### config.mk
export PLATFORM = sky130hd
export DESIGN_NAME = key_code_entry
export DESIGN_NICKNAME = d
export VERILOG_FILES = /design/src/rtl/key_code_entry.sv
export SDC_FILE = /design/constraint.sdc
export NUM_CORES = 1
export LEC_CHECK = 0
export CORE_UTILIZATION = 64
export DETAILED_ROUTE_END_ITERATION = 12
export PLACE_DENSITY = 0.85
export SYNTH_ARGS = -nofsm -noshare
export SYNTH_HDL_FRONTEND = slang
export SYNTH_SLANG_ARGS = --single-unit
### constraint.sdc
create_clock -name CLOCK_50 -period 4.1 [get_ports CLOCK_50]
set_clock_uncertainty 0.2 [all_clocks]
set_input_delay 0.615 -clock CLOCK_50 [delete_from_list [all_inputs] [get_ports CLOCK_50]]
set_output_delay 0.615 -clock CLOCK_50 [all_outputs]
set_load 0.05 [all_outputs]
### src/rtl/key_code_entry.sv
// Four-key debounced entry pad: each KEY is synchronized and debounced per lane,
// and accepted presses edit a 4-bit display code (clear / load switches / inc / dec).

module kce_debounce_lane #(
  parameter int unsigned DEBOUNCE_CYCLES = 1000000,
  parameter int unsigned CNT_W           = 20
) (
  input  logic gclk,
  input  logic grst_n,
  input  logic key_raw,
  output logic key_db,
  output logic key_press
);

  localparam logic [CNT_W-1:0] CNT_LAST = CNT_W'(DEBOUNCE_CYCLES - 1);

  logic             sync1_q, sync1_d;
  logic             sync2_q, sync2_d;
  logic             stable_q, stable_d;
  logic             press_q, press_d;
  logic [CNT_W-1:0] cnt_q, cnt_d;

  // The counter only runs while the synchronized level disagrees with the
  // accepted level; any agreement, even for one cycle, restarts it.
  always_comb begin
    sync1_d  = key_raw;
    sync2_d  = sync1_q;
    stable_d = stable_q;
    cnt_d    = '0;
    press_d  = 1'b0;
    if (sync2_q != stable_q) begin
      if (cnt_q == CNT_LAST) begin
        stable_d = sync2_q;
        press_d  = ~sync2_q;
      end else begin
        cnt_d = cnt_q + 1'b1;
      end
    end
  end

  always_ff @(posedge gclk or negedge grst_n) begin
    if (!grst_n) begin
      sync1_q  <= 1'b1;
      sync2_q  <= 1'b1;
      stable_q <= 1'b1;
      press_q  <= 1'b0;
      cnt_q    <= '0;
    end else begin
      sync1_q  <= sync1_d;
      sync2_q  <= sync2_d;
      stable_q <= stable_d;
      press_q  <= press_d;
      cnt_q    <= cnt_d;
    end
  end

  assign key_db    = stable_q;
  assign key_press = press_q;

endmodule

module key_code_entry #(
  parameter int unsigned DEBOUNCE_CYCLES = 1000000
) (
  input  logic       CLOCK_50,
  input  logic       RESET_N,
  input  logic [3:0] KEY,
  input  logic [9:0] SW,
  output logic [3:0] KEY_DB,
  output logic [3:0] KEY_PRESS,
  output logic [3:0] CODE,
  output logic       CODE_VALID
);

  localparam int unsigned NUM_KEYS = 4;
  localparam int unsigned CNT_W    = ($clog2(DEBOUNCE_CYCLES) > 20) ? $clog2(DEBOUNCE_CYCLES) : 20;

  typedef struct packed {
    logic [3:0] code;
    logic       valid;
  } code_state_t;

  typedef enum logic [2:0] {
    ACT_NONE,
    ACT_CLEAR,
    ACT_LOAD,
    ACT_INC,
    ACT_DEC
  } act_e;

  logic [NUM_KEYS-1:0] key_db;
  logic [NUM_KEYS-1:0] key_press;
  logic [3:0]          sel;
  logic                unused_sw9;
  act_e                act;
  code_state_t         code_q, code_d;

  for (genvar i = 0; i < NUM_KEYS; i++) begin : g_lane
    kce_debounce_lane #(
      .DEBOUNCE_CYCLES(DEBOUNCE_CYCLES),
      .CNT_W          (CNT_W)
    ) u_lane (
      .gclk     (CLOCK_50),
      .grst_n   (RESET_N),
      .key_raw  (KEY[i]),
      .key_db   (key_db[i]),
      .key_press(key_press[i])
    );
  end

  assign unused_sw9 = SW[9];
  assign sel        = SW[8] ? SW[7:4] : SW[3:0];

  // Only one action per cycle: KEY3 clear beats KEY0 load beats KEY1 inc beats KEY2 dec.
  always_comb begin
    act = ACT_NONE;
    if      (key_press[3]) act = ACT_CLEAR;
    else if (key_press[0]) act = ACT_LOAD;
    else if (key_press[1]) act = ACT_INC;
    else if (key_press[2]) act = ACT_DEC;
  end

  always_comb begin
    code_d = code_q;
    unique case (act)
      ACT_CLEAR: code_d = '{code: 4'h0, valid: 1'b0};
      ACT_LOAD:  code_d = '{code: sel,  valid: 1'b1};
      ACT_INC:   code_d.code = code_q.code + 4'h1;
      ACT_DEC:   code_d.code = code_q.code - 4'h1;
      default:   code_d = code_q;
    endcase
  end

  always_ff @(posedge CLOCK_50 or negedge RESET_N) begin
    if (!RESET_N) code_q <= '{code: 4'h0, valid: 1'b0};
    else          code_q <= code_d;
  end

  assign KEY_DB     = key_db;
  assign KEY_PRESS  = key_press;
  assign CODE       = code_q.code;
  assign CODE_VALID = code_q.valid;

endmodule

==> results.txt, run 1 <==
Outcome -> complete, no violations
Sink Count -> 101
Yosys Warn Count -> 0
Worst hold path class -> in2async
Tmin final -> 2.65 ns
Worst skew pair latency -> 0.36 ns
Initial antenna violation count -> 0
Synth unique cells -> 52
Worst-path clk slew -> 0.09 ns
Gr usage total -> 25.4%
Ranking of synthesized cells by area -> dfrtp_1 (44%), xnor2_1 (6.8%), dfstp_2 (6.3%), nor2_1 (5.1%), nand3_1 (3.3%)
Largest area contributor in the netlist -> dfrtp_1
Power after layout -> 1.75 mW
Core region area -> 7690 µm²
Worst Path Required -> 4.11 ns
Post-Syn Area -> 5040 µm²
Crit share post-route -> 64.6%
Synth top cells by count -> dfrtp_1 (89), nor2_1 (69), xnor2_1 (39)
CTS Buf Count -> 9
Synth Area per Inst -> 10.0 µm²
Filler cell count -> 580
Hold_buf cts -> 0
Sequential-to-total area share from yosys stat -> 50.4%
Power Dens Cells -> 315 nW/µm²
Die Wd -> 90.8 µm
Chip height -> 90.8 µm
# rows -> 32
Number of synthesized flops with an enable pin -> 0
Starting DRT DRC Count -> 159
Fin. max-slew vios -> 0
Rel. slew slack -> 34.4%
WHS -> 0.145 ns
Detailed placer's ending HPWL -> 6.63 mm
Synth Register Bits -> 101
Leakage Power -> 2.17 nW
Routed WL per cell -> 15.1 µm
GPL Wtd Cong -> 0.841
Post-Syn Instances -> 504
Via/cell ratio -> 5.88
CTS max path bufs -> 2
Num ports -> 29
Share of layout cells above drive strength 1 -> 10.4%
Synth top area share -> 44.2%
TritonCTS clock tree -> built
Total Neg Setup Slack -> 0 ns
Asr flop ratio synth -> 100%
Crit Path Category -> reg2reg
Remaining antenna violation count -> 0
Worst-path fanout max -> 20
PostCTS Resize Cnt -> 0
Ys flop type -> dfrtp_1
Final net count -> 548
Syn_nets -> 527
Worst Tran Pin Value -> 0.981 ns
CP arrival -> 2.65 ns
Worst slack at placement -> 1.47 ns
Setup WS post-layout -> 1.45 ns
H-tree depth -> 3
Most common cell in the netlist -> dfrtp_1
Peak VDD IR -> 0.000287 V
Die area -> 8240 µm²
Initial Util -> 65.6%
First-pass DRT Iterations -> 6
Maximum capacitance violations -> 0
Diodes inserted -> 0
Reg2reg path depth -> 4
Final wirelength -> 9.55 mm
DRC violations left -> 0
Setup-failing EPs final -> 0
Largest net degree at the start of global routing -> 70
Core Util, Final -> 72.3%
Vias post-DR -> 3,714
Critical Path Sink Type -> flip-flop
Post-CTS Setup Bufs -> 0
Endpoints failing hold -> 0
Global-route wire length before repair -> 16.7 mm
Grt ovf -> 0
Area Overhead vs Synth -> 10.2%
CP Launch Type -> flip-flop
Clock root cell -> clkbuf_8
Max Clk Rate -> 378 MHz
Number of global-route vias before repair -> 3,782
PortBufs -> 27
RSZ-0062 raised after global routing -> no
cell families after synthesis:
| kind of cell | count (synthesis) | synth area share [%] |
|---|---|---|
| AOI/OAI and AO/OA | 54 | 7.02 |
| xor gates and xnor gates | 57 | 9.90 |
| and+or+nand+nor | 240 | 25.5 |
| DFF | 101 | 50.4 |
| buffers and inverters | 37 | 3.62 |
| muxes | 8 | 1.69 |
| adders and majority gates | 7 | 1.89 |
layer usage:
layer  share of wire (%)  track usage (%)  vias up
met4                 1.8             9.13        0
met3                 3.6             5.89       15
met1                  46             32.8     1796
li1                    -                -     1824
met5                   0                0        -
met2                  49             42.1       79
sequential cells by signal, summed over array words and instances, names as in the netlist:
name and cells:
g_lane.u_lane.sync1_q 4, g_lane.u_lane.key_db 4, g_lane.u_lane.cnt_q 80, g_lane.u_lane.key_press 4, g_lane.u_lane.sync2_q 4, CODE 4
CODE_VALID 1
through the flow:
step                      cell area, µm²  cells
after detailed placement            5350    616
after global routing                5560    632
after global placement              5350    616
after floorplan                     5040    504
final                               5560    632
after CTS                           5560    632
final timing paths:
kind,endpoint,from,slack (ns)
setup / recovery,g_lane[2].u_lane.cnt_q[11]$_DFF_PN0_,g_lane[2].u_lane.cnt_q[12]$_DFF_PN0_,1.45
hold / removal,g_lane[1].u_lane.cnt_q[14]$_DFF_PN0_,RESET_N,0.15
setup reg to reg,g_lane[2].u_lane.cnt_q[11]$_DFF_PN0_,g_lane[2].u_lane.cnt_q[12]$_DFF_PN0_,1.45
hold reg to reg,g_lane[0].u_lane.sync2_q$_DFF_PN1_,g_lane[0].u_lane.sync1_q$_DFF_PN1_,0.16
max in group asynchronous,g_lane[1].u_lane.sync2_q$_DFF_PN1_,RESET_N,2.71
min in group CLOCK_50,g_lane[0].u_lane.sync2_q$_DFF_PN1_,g_lane[0].u_lane.sync1_q$_DFF_PN1_,0.16
critical path: stages, from the launching register on:
cell	delay, ns
dfrtp_1	0.43
or4_1	0.54
or4_4	0.57
o21ai_2	0.64
nor2_1	0.13
final cells by class:
cell class	instances	area, µm²	share of cell area, %
repair buffers	30	290	5.22
multi-input cells	366	2320	41.8
flip-flops and latches	101	2540	45.7
inverters	17	63.8	1.15
clock buffers	12	155	2.79
clock inverters	4	55.1	0.991
well taps	102	128	2.30
cell usage in the layout (no fill, tap or decap), types with 10 or more instances in the layout:
master,netlist,routed
a21oi_1,23,23
clkbuf_8,0,11
clkdlybuf4s50_1,0,26
dfrtp_1,89,89
dfstp_2,12,12
inv_1,17,17
nand2_1,31,31
nand3_1,33,33
nand4_1,10,10
nor2_1,69,69
nor3_1,15,15
nor4_1,16,16
o31ai_1,13,12
or3_1,13,13
or4_1,14,14
xnor2_1,39,39
xor2_1,18,18
where the power goes:
group          internal, mW  leakage (nW)  switching [mW]  total (mW)
Combinational        0.0273         0.716          0.0442      0.0715
Clock                 0.319         0.103           0.335       0.655
Sequential             1.01          1.35          0.0141        1.03
Total                  1.36          2.17           0.394        1.75
Note: power is estimated with default switching activity, not from simulation.
==> inputs of run 2 (changes only) <==
Settings changed: CORE_UTILIZATION 64 to 60, PLACE_DENSITY 0.85 to 0.8.
Clock period 4.1 ns to 2.64 ns, I/O delays scaled along.
==> results.txt, run 2 (same netlist as run 1, synthesis figures left out) <==
Outcome -> complete, no violations
Tmin final -> 2.44 ns
Worst-path clk slew -> 0.09 ns
CP Launch Type -> flip-flop
Post-CTS Setup Bufs -> 0
Final net count -> 557
Most flops, register -> g_lane.u_lane.cnt_q
Worst hold path class -> reg2reg
Rel. slew slack -> 63.8%
Routed WL per cell -> 14.7 µm
Worst Tran Pin Value -> 0.541 ns
Share of layout cells above drive strength 1 -> 11.7%
Critical Path Sink Type -> flip-flop
Placement Cell Area -> 5420 µm²
Fin. max-slew vios -> 0
# rows -> 33
Worst-path fanout max -> 7
Core region area -> 8180 µm²
Final wirelength -> 9.48 mm
Crit share post-route -> 92.6%
GPL Wtd Cong -> 0.816
Total Neg Setup Slack -> 0 ns
Max reg flops -> 80
H-tree depth -> 3
Most frequent cells in the layout -> dfrtp_1 (89), nor2_1 (69), xnor2_1 (39), nand3_1 (33), nand2_1 (31)
Diodes inserted -> 0
Worst skew pair latency -> 0.37 ns
Setup-failing EPs final -> 0
Grt ovf -> 0
Worst slack at placement -> 0.229 ns
Power Dens Cells -> 491 nW/µm²
Remaining antenna violation count -> 0
Commonest non-fill, non-tap cell in the layout -> dfrtp_1
Number of global-route vias before repair -> 3,736
Initial Util -> 61.7%
Fin area -> 5650 µm²
Filler cell count -> 617
Vias post-DR -> 3,753
Largest net degree at the start of global routing -> 53
Detailed placer's ending HPWL -> 6.60 mm
Clock root cell -> clkbuf_8
Num ports -> 29
First-pass DRT Iterations -> 6
Hold_buf cts -> 1
Area Overhead vs Synth -> 12.0%
CTS max path bufs -> 2
PostCTS Resize Cnt -> 0
Initial antenna violation count -> 0
Chip height -> 93.7 µm
Die area -> 8780 µm²
Peak VDD IR -> 0.000323 V
Maximum capacitance violations -> 0
RSZ-0062 raised after global routing -> no
PortBufs -> 27
TritonCTS clock tree -> built
Setup WS post-layout -> 0.196 ns
Endpoints failing hold -> 0
Global-route wire length before repair -> 16.5 mm
Leakage Power -> 2.23 nW
Die Wd -> 93.7 µm
Power after layout -> 2.77 mW
Starting DRT DRC Count -> 119
Sink Count -> 101
CTS Buf Count -> 9
Gr usage total -> 24.1%
DRC violations left -> 0
Max Clk Rate -> 409 MHz
Worst Path Required -> 2.74 ns
Via/cell ratio -> 5.84
Core Util, Final -> 69.1%
Crit Path Category -> reg2reg
CP arrival -> 2.55 ns
[run 2: cell count changes in the layout (fill, tap and decap cells not counted), sizes merged]
cell | before | now
buf | 4 | 12
bufinv | 1 | 2
clkbuf | 12 | 10
clkinv | 1 | 3
clkinvlp | 1 | 0
dlygate4sd3 | 0 | 1
inv | 18 | 17
[run 2: layer usage]
layer | routed length (µm) | GRT usage (%) | up-vias
met5 | 0 | 0 | -
met4 | 152 | 7.95 | 0
met3 | 396 | 6.31 | 13
met2 | 4500 | 39.8 | 80
met1 | 4430 | 30.7 | 1824
li1 | - | - | 1836
[run 2: path summary, 6_finish.rpt]
path                       slack, ns  cells after the start                                  from                                    to
max                             0.20                      8  g_lane[1].u_lane.key_press$_DFF_PN0_                   CODE[3]$_DFFE_PN0P_
min                             0.16                      0    g_lane[3].u_lane.sync1_q$_DFF_PN1_    g_lane[3].u_lane.sync2_q$_DFF_PN1_
max reg2reg                     0.20                      8  g_lane[1].u_lane.key_press$_DFF_PN0_                   CODE[3]$_DFFE_PN0P_
min reg2reg                     0.16                      0    g_lane[3].u_lane.sync1_q$_DFF_PN1_    g_lane[3].u_lane.sync2_q$_DFF_PN1_
max in group asynchronous       1.32                      3                               RESET_N   g_lane[2].u_lane.cnt_q[3]$_DFF_PN0_
min in group asynchronous       0.28                      2                               RESET_N  g_lane[1].u_lane.cnt_q[13]$_DFF_PN0_
[run 2: final cells by class]
type,instances,area (µm²),share of cell area (%)
Inverter,17,63.8,1.13
Multi-Input combinational cell,366,2320,41.1
Clock inverter,5,75.1,1.33
Timing Repair Buffer,39,373,6.60
Tap cell,105,131,2.33
Clock buffer,10,138,2.44
Sequential cell,101,2540,45.0
[run 2: power by group]
group	switching, mW	total (mW)	internal (mW)
combinational	0.0699	0.119	0.0490
sequential	0.0210	1.59	1.57
clock	0.510	1.06	0.550
[run 2: per-stage QoR]
step,hold slack [ns],cells
2_1_floorplan,-0.0996,504
3_3_place_gp,0.135,627
3_5_place_dp,0.133,627
4_1_cts,0.161,643
5_1_grt,0.168,643
6_report,0.160,643
[run 2: worst max-delay path: stages (launching register included)]
cell and delay, ns:
dfrtp_1 0.46, nand2b_1 0.21, or3_1 0.36, inv_1 0.10, ha_1 0.23, a21oi_1 0.19, nor2b_1 0.09, or4_1 0.46
nand3b_1 0.09
